==> src/rtl/cordic_pkg.sv <==
// cordic_pkg: mode encodings, high-precision angle/gain constants and the
// rounding helper shared by the CORDIC engine and its stages.
package cordic_pkg;

    typedef enum logic {CORDIC_ROT = 1'b0, CORDIC_VEC = 1'b1} cordic_mode_e;

    // pi in Q3.45 and the CORDIC gain prescale 0.6072529350 in Q2.46
    localparam logic [47:0] PI_Q45 = 48'h6487_ED51_10B4;
    localparam logic [47:0] K_Q46  = 48'h26DD_3B6A_10D5;

    // atan(2^-i) in Q3.45 from its odd power series, summed with 16 guard bits
    function automatic logic [47:0] atan_q45(input int i);
        longint acc = 0;
        longint t;
        if (i == 0)
            return PI_Q45 >> 2;
        for (int k = 0; k < 31; k++) begin
            if ((2 * k + 1) * i <= 61) begin
                t = (64'sd1 <<< (61 - (2 * k + 1) * i)) / longint'(2 * k + 1);
                acc += (k % 2 != 0) ? -t : t;
            end
        end
        return 48'((acc + 64'sd32768) >>> 16);
    endfunction

    localparam logic [47:0] ATAN_TAB [0:31] = '{
        atan_q45(0),  atan_q45(1),  atan_q45(2),  atan_q45(3),
        atan_q45(4),  atan_q45(5),  atan_q45(6),  atan_q45(7),
        atan_q45(8),  atan_q45(9),  atan_q45(10), atan_q45(11),
        atan_q45(12), atan_q45(13), atan_q45(14), atan_q45(15),
        atan_q45(16), atan_q45(17), atan_q45(18), atan_q45(19),
        atan_q45(20), atan_q45(21), atan_q45(22), atan_q45(23),
        atan_q45(24), atan_q45(25), atan_q45(26), atan_q45(27),
        atan_q45(28), atan_q45(29), atan_q45(30), atan_q45(31)
    };

    // Round a 48-bit constant down to a w-bit word; the caller keeps the low w bits
    function automatic logic [47:0] q_round(input logic [47:0] v, input int w);
        return (v + (48'd1 << (47 - w))) >> (48 - w);
    endfunction

endpackage

==> src/rtl/cordic_stage.sv <==
// cordic_stage: one registered micro-rotation by atan(2^-IDX), direction chosen
// from z (rotation) or y (vectoring); mode and valid travel with the sample.
module cordic_stage
    import cordic_pkg::*;
#(
    parameter int W = 21,
    parameter int IDX = 0,
    parameter logic signed [W-1:0] ANGLE = '0
) (
    input  logic                clock,
    input  logic                aclr_n,
    input  logic                clk_en,
    input  logic signed [W-1:0] x_i,
    input  logic signed [W-1:0] y_i,
    input  logic signed [W-1:0] z_i,
    input  logic                mode_i,
    input  logic                valid_i,
    output logic signed [W-1:0] x_o,
    output logic signed [W-1:0] y_o,
    output logic signed [W-1:0] z_o,
    output logic                mode_o,
    output logic                valid_o
);
    logic                neg;
    logic signed [W-1:0] x_d, y_d, z_d, x_q, y_q, z_q;
    logic                mode_d, valid_d, mode_q, valid_q;

    // neg selects d = -1
    always_comb begin
        neg     = (mode_i == CORDIC_VEC) ? ~y_i[W-1] : z_i[W-1];
        x_d     = neg ? x_i + (y_i >>> IDX) : x_i - (y_i >>> IDX);
        y_d     = neg ? y_i - (x_i >>> IDX) : y_i + (x_i >>> IDX);
        z_d     = neg ? z_i + ANGLE : z_i - ANGLE;
        mode_d  = mode_i;
        valid_d = valid_i;
    end

    always_ff @(posedge clock or negedge aclr_n) begin
        if (!aclr_n) begin
            x_q     <= '0;
            y_q     <= '0;
            z_q     <= '0;
            mode_q  <= 1'b0;
            valid_q <= 1'b0;
        end else if (clk_en) begin
            x_q     <= x_d;
            y_q     <= y_d;
            z_q     <= z_d;
            mode_q  <= mode_d;
            valid_q <= valid_d;
        end
    end

    assign x_o     = x_q;
    assign y_o     = y_q;
    assign z_o     = z_q;
    assign mode_o  = mode_q;
    assign valid_o = valid_q;
endmodule

==> src/rtl/cordic_engine_param.sv <==
// cordic_engine_param: fully pipelined CORDIC, per-sample rotation (cos/sin) or
// vectoring (magnitude/atan2), full-circle via pre-rotation, clk_en stall.
module cordic_engine_param
    import cordic_pkg::*;
#(
    parameter int W = 21,
    parameter int STAGES = 16
) (
    input  logic                clock,
    input  logic                aclr_n,
    input  logic                clk_en,
    input  logic                in_valid,
    input  logic                in_mode,
    input  logic signed [W-1:0] in_x,
    input  logic signed [W-1:0] in_y,
    input  logic signed [W-1:0] in_z,
    output logic                out_valid,
    output logic                out_mode,
    output logic signed [W-1:0] out_x,
    output logic signed [W-1:0] out_y,
    output logic signed [W-1:0] out_z
);
    localparam logic signed [W-1:0] PI_Q  = W'(q_round(PI_Q45, W));
    localparam logic signed [W-1:0] HPI_Q = W'(q_round(PI_Q45 >> 1, W));
    localparam logic signed [W-1:0] KQ    = W'(q_round(K_Q46, W));

    logic                vec, hi, lo, flip;
    logic signed [W-1:0] pre_x_d, pre_y_d, pre_z_d, pre_x_q, pre_y_q, pre_z_q;
    logic                pre_mode_d, pre_valid_d, pre_mode_q, pre_valid_q;
    logic signed [W-1:0] out_x_d, out_y_d, out_z_d, out_x_q, out_y_q, out_z_q;
    logic                out_mode_d, out_valid_d, out_mode_q, out_valid_q;
    logic signed [W-1:0] sx [0:STAGES];
    logic signed [W-1:0] sy [0:STAGES];
    logic signed [W-1:0] sz [0:STAGES];
    logic                sm [0:STAGES];
    logic                sv [0:STAGES];

    // Fold |angle| > pi/2 (or x < 0) into the right half-plane the stages converge over
    always_comb begin
        vec         = (in_mode == CORDIC_VEC);
        hi          = in_z > HPI_Q;
        lo          = in_z < -HPI_Q;
        flip        = in_x[W-1];
        pre_x_d     = vec ? (flip ? -in_x : in_x) : ((hi || lo) ? -KQ : KQ);
        pre_y_d     = vec ? (flip ? -in_y : in_y) : '0;
        pre_z_d     = vec ? (flip ? (in_y[W-1] ? -PI_Q : PI_Q) : '0)
                          : (hi ? in_z - PI_Q : lo ? in_z + PI_Q : in_z);
        pre_mode_d  = in_mode;
        pre_valid_d = in_valid;
        out_x_d     = sx[STAGES];
        out_y_d     = sy[STAGES];
        out_z_d     = sz[STAGES];
        out_mode_d  = sm[STAGES];
        out_valid_d = sv[STAGES];
    end

    always_ff @(posedge clock or negedge aclr_n) begin
        if (!aclr_n) begin
            pre_x_q     <= '0;
            pre_y_q     <= '0;
            pre_z_q     <= '0;
            pre_mode_q  <= 1'b0;
            pre_valid_q <= 1'b0;
            out_x_q     <= '0;
            out_y_q     <= '0;
            out_z_q     <= '0;
            out_mode_q  <= 1'b0;
            out_valid_q <= 1'b0;
        end else if (clk_en) begin
            pre_x_q     <= pre_x_d;
            pre_y_q     <= pre_y_d;
            pre_z_q     <= pre_z_d;
            pre_mode_q  <= pre_mode_d;
            pre_valid_q <= pre_valid_d;
            out_x_q     <= out_x_d;
            out_y_q     <= out_y_d;
            out_z_q     <= out_z_d;
            out_mode_q  <= out_mode_d;
            out_valid_q <= out_valid_d;
        end
    end

    assign sx[0] = pre_x_q;
    assign sy[0] = pre_y_q;
    assign sz[0] = pre_z_q;
    assign sm[0] = pre_mode_q;
    assign sv[0] = pre_valid_q;

    for (genvar g = 0; g < STAGES; g++) begin : g_stage
        cordic_stage #(
            .W     (W),
            .IDX   (g),
            .ANGLE (W'(q_round(ATAN_TAB[g], W)))
        ) u_stage (
            .clock   (clock),
            .aclr_n  (aclr_n),
            .clk_en  (clk_en),
            .x_i     (sx[g]),
            .y_i     (sy[g]),
            .z_i     (sz[g]),
            .mode_i  (sm[g]),
            .valid_i (sv[g]),
            .x_o     (sx[g+1]),
            .y_o     (sy[g+1]),
            .z_o     (sz[g+1]),
            .mode_o  (sm[g+1]),
            .valid_o (sv[g+1])
        );
    end

    assign out_x     = out_x_q;
    assign out_y     = out_y_q;
    assign out_z     = out_z_q;
    assign out_mode  = out_mode_q;
    assign out_valid = out_valid_q;
endmodule
==> config.mk <==
export PLATFORM = sky130hd
export DESIGN_NAME = cordic_engine_param
export DESIGN_NICKNAME = d
export VERILOG_FILES = /design/src/rtl/cordic_pkg.sv /design/src/rtl/cordic_stage.sv /design/src/rtl/cordic_engine_param.sv
export SDC_FILE = /design/constraint.sdc
export NUM_CORES = 2
export LEC_CHECK = 0
export ABC_CLOCK_PERIOD_IN_PS = 4100
export CORE_MARGIN = 2
export CORE_UTILIZATION = 60
export CTS_BUF_LIST = sky130_fd_sc_hd__clkbuf_8
export DETAILED_ROUTE_END_ITERATION = 8
export GPL_TIMING_DRIVEN = 0
export PLACE_DENSITY = 0.86
export SLEW_MARGIN = 20
export SYNTH_ARGS = -nofsm -noshare
export SYNTH_HDL_FRONTEND = slang
export SYNTH_SLANG_ARGS = --single-unit
==> constraint.sdc <==
create_clock -name clock -period 4.1 [get_ports clock]
set_input_delay 0.41 -clock clock [delete_from_list [all_inputs] [get_ports clock]]
set_output_delay 0.41 -clock clock [all_outputs]
set_load 0.05 [all_outputs]
## Yosys cells after proc, flatten, opt, wreduce, memory -nomap -nowiden

Index checks and enable logic that the tools add are counted.

- Muxes and demuxes: 74
- Shift-type cells: 0
- Equal/unequal tests: 0
- Bitwise logic cells: 16
- Multipliers: 0
- Div/mod/pow operators: 0
- $lt $le $gt $ge: 2
- Add/sub/neg operators: 99
- Reduce and logical (&&, ||, !) cells: 1

Operators by type and width:

| kind | number |
|---|---|
| two-way mux 21 bit | 58 |
| adder 21 x 10 -> 21 bit | 2 |
| adder 21 x 11 -> 21 bit | 2 |
| adder 21 x 12 -> 21 bit | 2 |
| adder 21 x 13 -> 21 bit | 2 |
| adder 21 x 14 -> 21 bit | 2 |
| adder 21 x 14 -> 21 bit (second input constant) | 2 |
| adder 21 x 15 -> 21 bit | 2 |
| adder 21 x 16 -> 21 bit | 2 |
| adder 21 x 17 -> 21 bit | 2 |
| adder 21 x 18 -> 21 bit | 2 |
| adder 21 x 19 -> 21 bit | 2 |
| adder 21 x 20 -> 21 bit | 2 |
| adder 21 x 6 -> 21 bit | 2 |
| adder 21 x 7 -> 21 bit | 2 |
| adder 21 x 8 -> 21 bit | 2 |
| adder 21 x 9 -> 21 bit | 2 |
| negation 21 bit | 2 |
| subtractor 21 x 10 -> 21 bit | 2 |
| subtractor 21 x 11 -> 21 bit | 2 |
| subtractor 21 x 12 -> 21 bit | 2 |
| subtractor 21 x 13 -> 21 bit | 2 |
| subtractor 21 x 14 -> 21 bit | 2 |
| subtractor 21 x 14 -> 21 bit (second input constant) | 2 |
| other kinds (47) | 88 |

- Memory bits (writable): 0
- Memories: 0
- Input port bits: 68
- Bits in read-only memories: 0
- Logic and storage cells: 282
- Bits in latches: 0
- Flip-flop bits (word level): 1170
- Output and inout port bits: 65

## Logic depth before layout (Yosys ltp)

- Depth after elaboration: 4
- Gate-level depth with buffers: 18
- Mapped depth without buffers: 18

## Modules after synthesis

A second synthesis with hierarchy kept.

- Cells, all modules: 11394
- Area, all modules: 101742.6 µm²

Modules (own cells, without submodules):

| module | instances | cells each | area each (µm²) | seq. area each (µm²) |
|---|---|---|---|---|
| cordic_stage at g_stage[0].u_stage | 1 | 915 | 7101.8 | 1601.5 |
| cordic_engine_param | 1 | 662 | 6914.1 | 3253.1 |
| cordic_stage at g_stage[3].u_stage | 1 | 782 | 6565.0 | 1626.6 |
| cordic_stage at g_stage[4].u_stage | 1 | 783 | 6462.4 | 1626.6 |
| cordic_stage at g_stage[5].u_stage | 1 | 708 | 6207.2 | 1626.6 |
| cordic_stage at g_stage[15].u_stage | 1 | 701 | 6144.6 | 1626.6 |
| cordic_stage at g_stage[2].u_stage | 1 | 671 | 6044.5 | 1626.6 |
| cordic_stage at g_stage[14].u_stage | 1 | 656 | 5861.9 | 1626.6 |
| cordic_stage at g_stage[1].u_stage | 1 | 638 | 5856.9 | 1626.6 |
| cordic_stage at g_stage[12].u_stage | 1 | 669 | 5845.6 | 1626.6 |
| cordic_stage at g_stage[10].u_stage | 1 | 634 | 5686.7 | 1626.6 |
| cordic_stage at g_stage[7].u_stage | 1 | 626 | 5680.4 | 1626.6 |
| cordic_stage at g_stage[9].u_stage | 1 | 616 | 5677.9 | 1626.6 |
| cordic_stage at g_stage[13].u_stage | 1 | 602 | 5561.6 | 1626.6 |
| 3 more rows | n/a | n/a | n/a | n/a |

## Worst setup path after synthesis

Ideal clock, no wire load.

- Path type: reg-to-reg
- From: reg g_stage[13].u_stage.y_q[20]
- To: reg g_stage[14].u_stage.x_q[19]
- Period minus slack after synthesis: 4.313 ns
- Setup slack: -0.213 ns
- Required time: 3.975 ns
- Cell stages (with the launch flop): 16
- Arrival time: 4.188 ns
- Buffers on the path: 1
- Library setup time: 0.125 ns
- Cell sequence: dfrtp_1 -> inv_1 -> mux2_2 -> clkinv_1 -> buf_1 -> o21ai_0 -> ha_1 -> a21o_1 -> a21oi_1 -> o31ai_1 -> o41ai_1 -> a31oi_1 -> or4_1 -> a31oi_1 -> xnor2_1 -> mux2_2

- Word-level cells in the longest chain between the ends: 3
- Elaborated cells between the ends (all ways): 5
- Classes of those cells: add/sub (2); mux (2); bitwise (1)

Ends and longest elaborated chain:

| item | line | RTL |
|---|---|---|
| from (decl) | cordic_stage.sv:25 | `logic signed [W-1:0] x_d, y_d, z_d, x_q, y_q, z_q;` |
| from (signal assigned) | cordic_stage.sv:47 | `y_q <= y_d;` |
| parallel branches: the longest is 2 deep, another holds subtractor 21 x 7 -> 21 bit | n/a |  |
| two-way mux 21 bit * | cordic_stage.sv:31 | `x_d = neg ? x_i + (y_i >>> IDX) : x_i - (y_i >>> IDX);` |
| to (signal assigned) | cordic_stage.sv:40 | `x_q <= '0;` |
| to (signal assigned) | cordic_stage.sv:46 | `x_q <= x_d;` |
| to (decl) | cordic_stage.sv:25 |  |

Every way passes the cells marked *.
A chain may end at the register's enable or synchronous reset.

## Worst setup path in the final report

- From: reg g_stage[11].u_stage.y_q[16]
- To: reg g_stage[12].u_stage.x_q[13]

- Word-level cells in the longest chain between the ends: 2
- Elaborated cells between the ends (all ways): 3
- Classes of those cells: add/sub (2); mux (1)

Ends and longest elaborated chain:

| item | line |
|---|---|
| from (decl) | cordic_stage.sv:25 |
| from (signal assigned) | cordic_stage.sv:47 |
| subtractor 21 x 9 -> 21 bit or adder 21 x 9 -> 21 bit (tied branches) | cordic_stage.sv:31 |
| two-way mux 21 bit * | cordic_stage.sv:31 |
| to (signal assigned) | cordic_stage.sv:40 |
| to (signal assigned) | cordic_stage.sv:46 |
| to (decl) | cordic_stage.sv:25 |

Mark *: on every way between the ends. The rest lies on a longest branch, timed or not.

==> flow_metrics.py <==
metrics = {
    "routing": {
        "first_iter_violations": 7762,
        "post_drt_wl_per_cell_um": 24.56,
        "dr.pass1.iters": 9,
        "post_drt_via_cell_ratio": 6.538,
        "drc": 0,
        "vias": 85148,
        "drtAntennaViolNets": 0,
        "routed_wl_mm": 319.9,
    },
    "setup_path": {
        "r2r_slack_ns": -0.02,
        "critPathMaxFanout": 5,
        "worst_setup_path_start_kind": "flip-flop",
        "arrival_ns": 4.94,
        "worstPathRequired_ns": 4.92,
        "worstSetupPathType": "flip-flop to flip-flop",
        "end_kind": "flip-flop",
    },
    "yosys": {
        "ys_seq_elements": 1169,
        "yosysMostFrequentCell": "dfrtp_1",
        "ys_types": 83,
        "yosysTopAreaCell": "dfrtp_1",
        "syn_inst": 10353,
        "synthFlopType": "dfrtp_1",
        "synth.area.top_cells": "dfrtp_1 31%, ha_1 13%, mux2_2 8.5%",
        "yosysTopAreaCellShare_pct": 30.99,
        "netlist_area_sq_um": 94400,
        "synth.top_cells.by_count": "1169 x dfrtp_1, 1000 x a21oi_1, 999 x ha_1",
        "async_flop_share_pct": 100.0,
        "syn_avg_cell_area_sq_um": 9.118,
        "synth_edf_count": 0,
        "ys.warnings.count": 0,
        "synth-seq-area-share_pct": 30.99,
        "synth.net_count": 11469,
    },
    "placed_design": {
        "place_hpwl_mm": 240.5,
        "portBuffers": 121,
        "dpl_cell_area_sq_um": 99120,
        "gp_congestion": 0.9757,
    },
    "layout": {
        "drive_above_1_share_pct": 14.74,
        "syn2layout_area_growth_pct": 12.31,
        "final_area_sq_um": 106000,
        "final_nets": 11895,
    },
    "grt": {
        "antenna_found_initial": 33,
        "grt_overflow": 0,
        "grt_max_degree": 151,
        "grt_pass1_wl_mm": 481.4,
        "grt_pass1_vias": 82727,
        "grt.total_usage_pct": 38.43,
    },
    "worst_hold_path": {
        "hp-class": "primary input to asynchronous set/reset pin",
    },
    "clocking": {
        "clockBufferDepth": 3,
        "cts.sinks": 1169,
        "cts_root_buffer": "clkbuf_8",
        "clkLatencyLatePin_ns": 0.99,
        "clk_pin_slew_ns": 0.06,
        "htree_num_levels": 4,
        "numCtsBuffers": 203,
        "cts_tree": "built",
    },
    "sta": {
        "timing.hold.ws_ns": 0.02282,
        "max_freq_mhz": 242.5,
        "period_share_pct": 100.6,
        "maxSlewHeadroom_pct": 14.59,
        "slew_viol_final": 0,
        "worst_pin_slew_ns": 1.281,
        "setup_viol": 1,
        "hold_violations": 0,
        "setup_ws_ns": -0.02355,
        "min_period_ns": 4.124,
        "rsz0062_at_grt": "true",
        "skew_ns": 0.06594,
    },
    "floorplanning": {
        "die_area_sq_um": 160500,
        "die_w_um": 400.7,
        "dieHeight_um": 400.7,
        "core_sq_um": 156200,
        "initial_utilization_pct": 60.43,
        "rows": 145,
        "io_pins": 133,
    },
    "run_status": {
        "failed_checks": "negative setup slack",
        "status": "complete, but fails checks",
    },
    "run": {
        "max_cap_violations": 0,
    },
}
==> metal layers <==
layer | wire [um] | GRT usage, % | vias up
li1 | - | - | 38525
met1 | 125300 | 48.79 | 41530
met2 | 143300 | 60.39 | 4011
met3 | 30410 | 8.371 | 1066
met4 | 20730 | 22.53 | 16
met5 | 115 | 0 | -
==> cells in the final DEF, fill, tap and decap left out, types with 186 or more instances in the layout <==
| cell type | instances |
|---|---|
| nand3_1 | 205 |
| clkbuf_1 | 186 |
| ha_1 | 984 |
| nor2_1 | 746 |
| nand2_1 | 655 |
| nor3_1 | 245 |
| a21o_1 | 289 |
| dfrtp_1 | 1125 |
| a21oi_1 | 974 |
| clkbuf_8 | 252 |
| o21ai_0 | 499 |
| inv_1 | 511 |
| xnor2_1 | 742 |
| xor2_1 | 305 |
| mux2_2 | 704 |
==> kinds of logic (layout without fill, tap and decap cells) <==
logic type | count (synthesis) | count (layout) | synth area share, %
compound gates | 2923 | 2923 | 19.50
xor+xnor | 1051 | 1051 | 9.751
fa+ha+maj | 1048 | 1048 | 14.28
buf+inv | 800 | 1392 | 3.185
flops | 1169 | 1169 | 30.99
mux | 785 | 785 | 9.263
other cells | 0 | 21 | 0
simple gates | 2577 | 2577 | 13.03
==> through the flow <==
| stage | worst slack (ns) | TNS [ns] | util, % | cells |
|---|---|---|---|---|
| 2_1_floorplan | 0.007868 | 0 | - | 10353 |
| 3_3_place_gp | -49.13 | - | 62.86 | 12532 |
| 3_5_place_dp | -1.304 | -218.32 | 63.45 | 12565 |
| 4_1_cts | 0.00002798 | 0 | 66.82 | 12951 |
| 5_1_grt | -0.1172 | -1.010 | 67.84 | 13006 |
| 6_report | -0.02355 | -0.02355 | 67.87 | 13024 |
==> final timing paths <==
check                                             from                     endpoint  cells past startpoint
setup reg to reg           g_stage[11].u_stage.y_o[16]  g_stage[12].u_stage.x_o[13]                     17
hold / removal                                  aclr_n    g_stage[8].u_stage.x_o[1]                      2
min in group clock                             in_z[7]                   pre_z_q[7]                      4
hold reg to reg              g_stage[1].u_stage.z_o[1]    g_stage[1].u_stage.z_o[1]                      2
setup / recovery           g_stage[11].u_stage.y_o[16]  g_stage[12].u_stage.x_o[13]                     17
max in group asynchronous                       aclr_n                   pre_x_q[7]                      6
==> layout make-up <==
cell class / instances / area (sq um)
inverters: 477 / 1818
plain buffers: 306 / 1465
fillers: 12058 / 50180
clock buffers: 248 / 3413
diodes: 21 / 52.55
repair buffers: 238 / 2693
clock inverters: 123 / 978.4
well taps: 2058 / 2575
flip-flops and latches: 1169 / 29310
multi-input cells: 8384 / 63720
==> timing repair <==
item	4_1_cts	5_1_grt
gates resized for setup	226	303
hold endpoints to repair	455	0
hold buffers	6	0
setup endpoints to repair	458	189
pin swaps	17	63
setup buffers	20	58
==> critical path: stages, from the launching register on <==
cell and delay, ns:
dfrtp_2 0.45, or4_4 0.52, or3_4 0.38, ha_1 0.31, o21ai_2 0.16, ha_1 0.26
and4_4 0.20, o211ai_1 0.12, o21ai_2 0.13, o41ai_4 0.39, buf_4 0.18, buf_4 0.09
buf_4 0.09, nand2b_1 0.08, a21oi_2 0.16, xnor2_1 0.15, nand2_1 0.09, o21ai_0 0.18
Power is not shown: default switching activity piles up to over one toggle a cycle in this logic, so the estimate is an artifact.
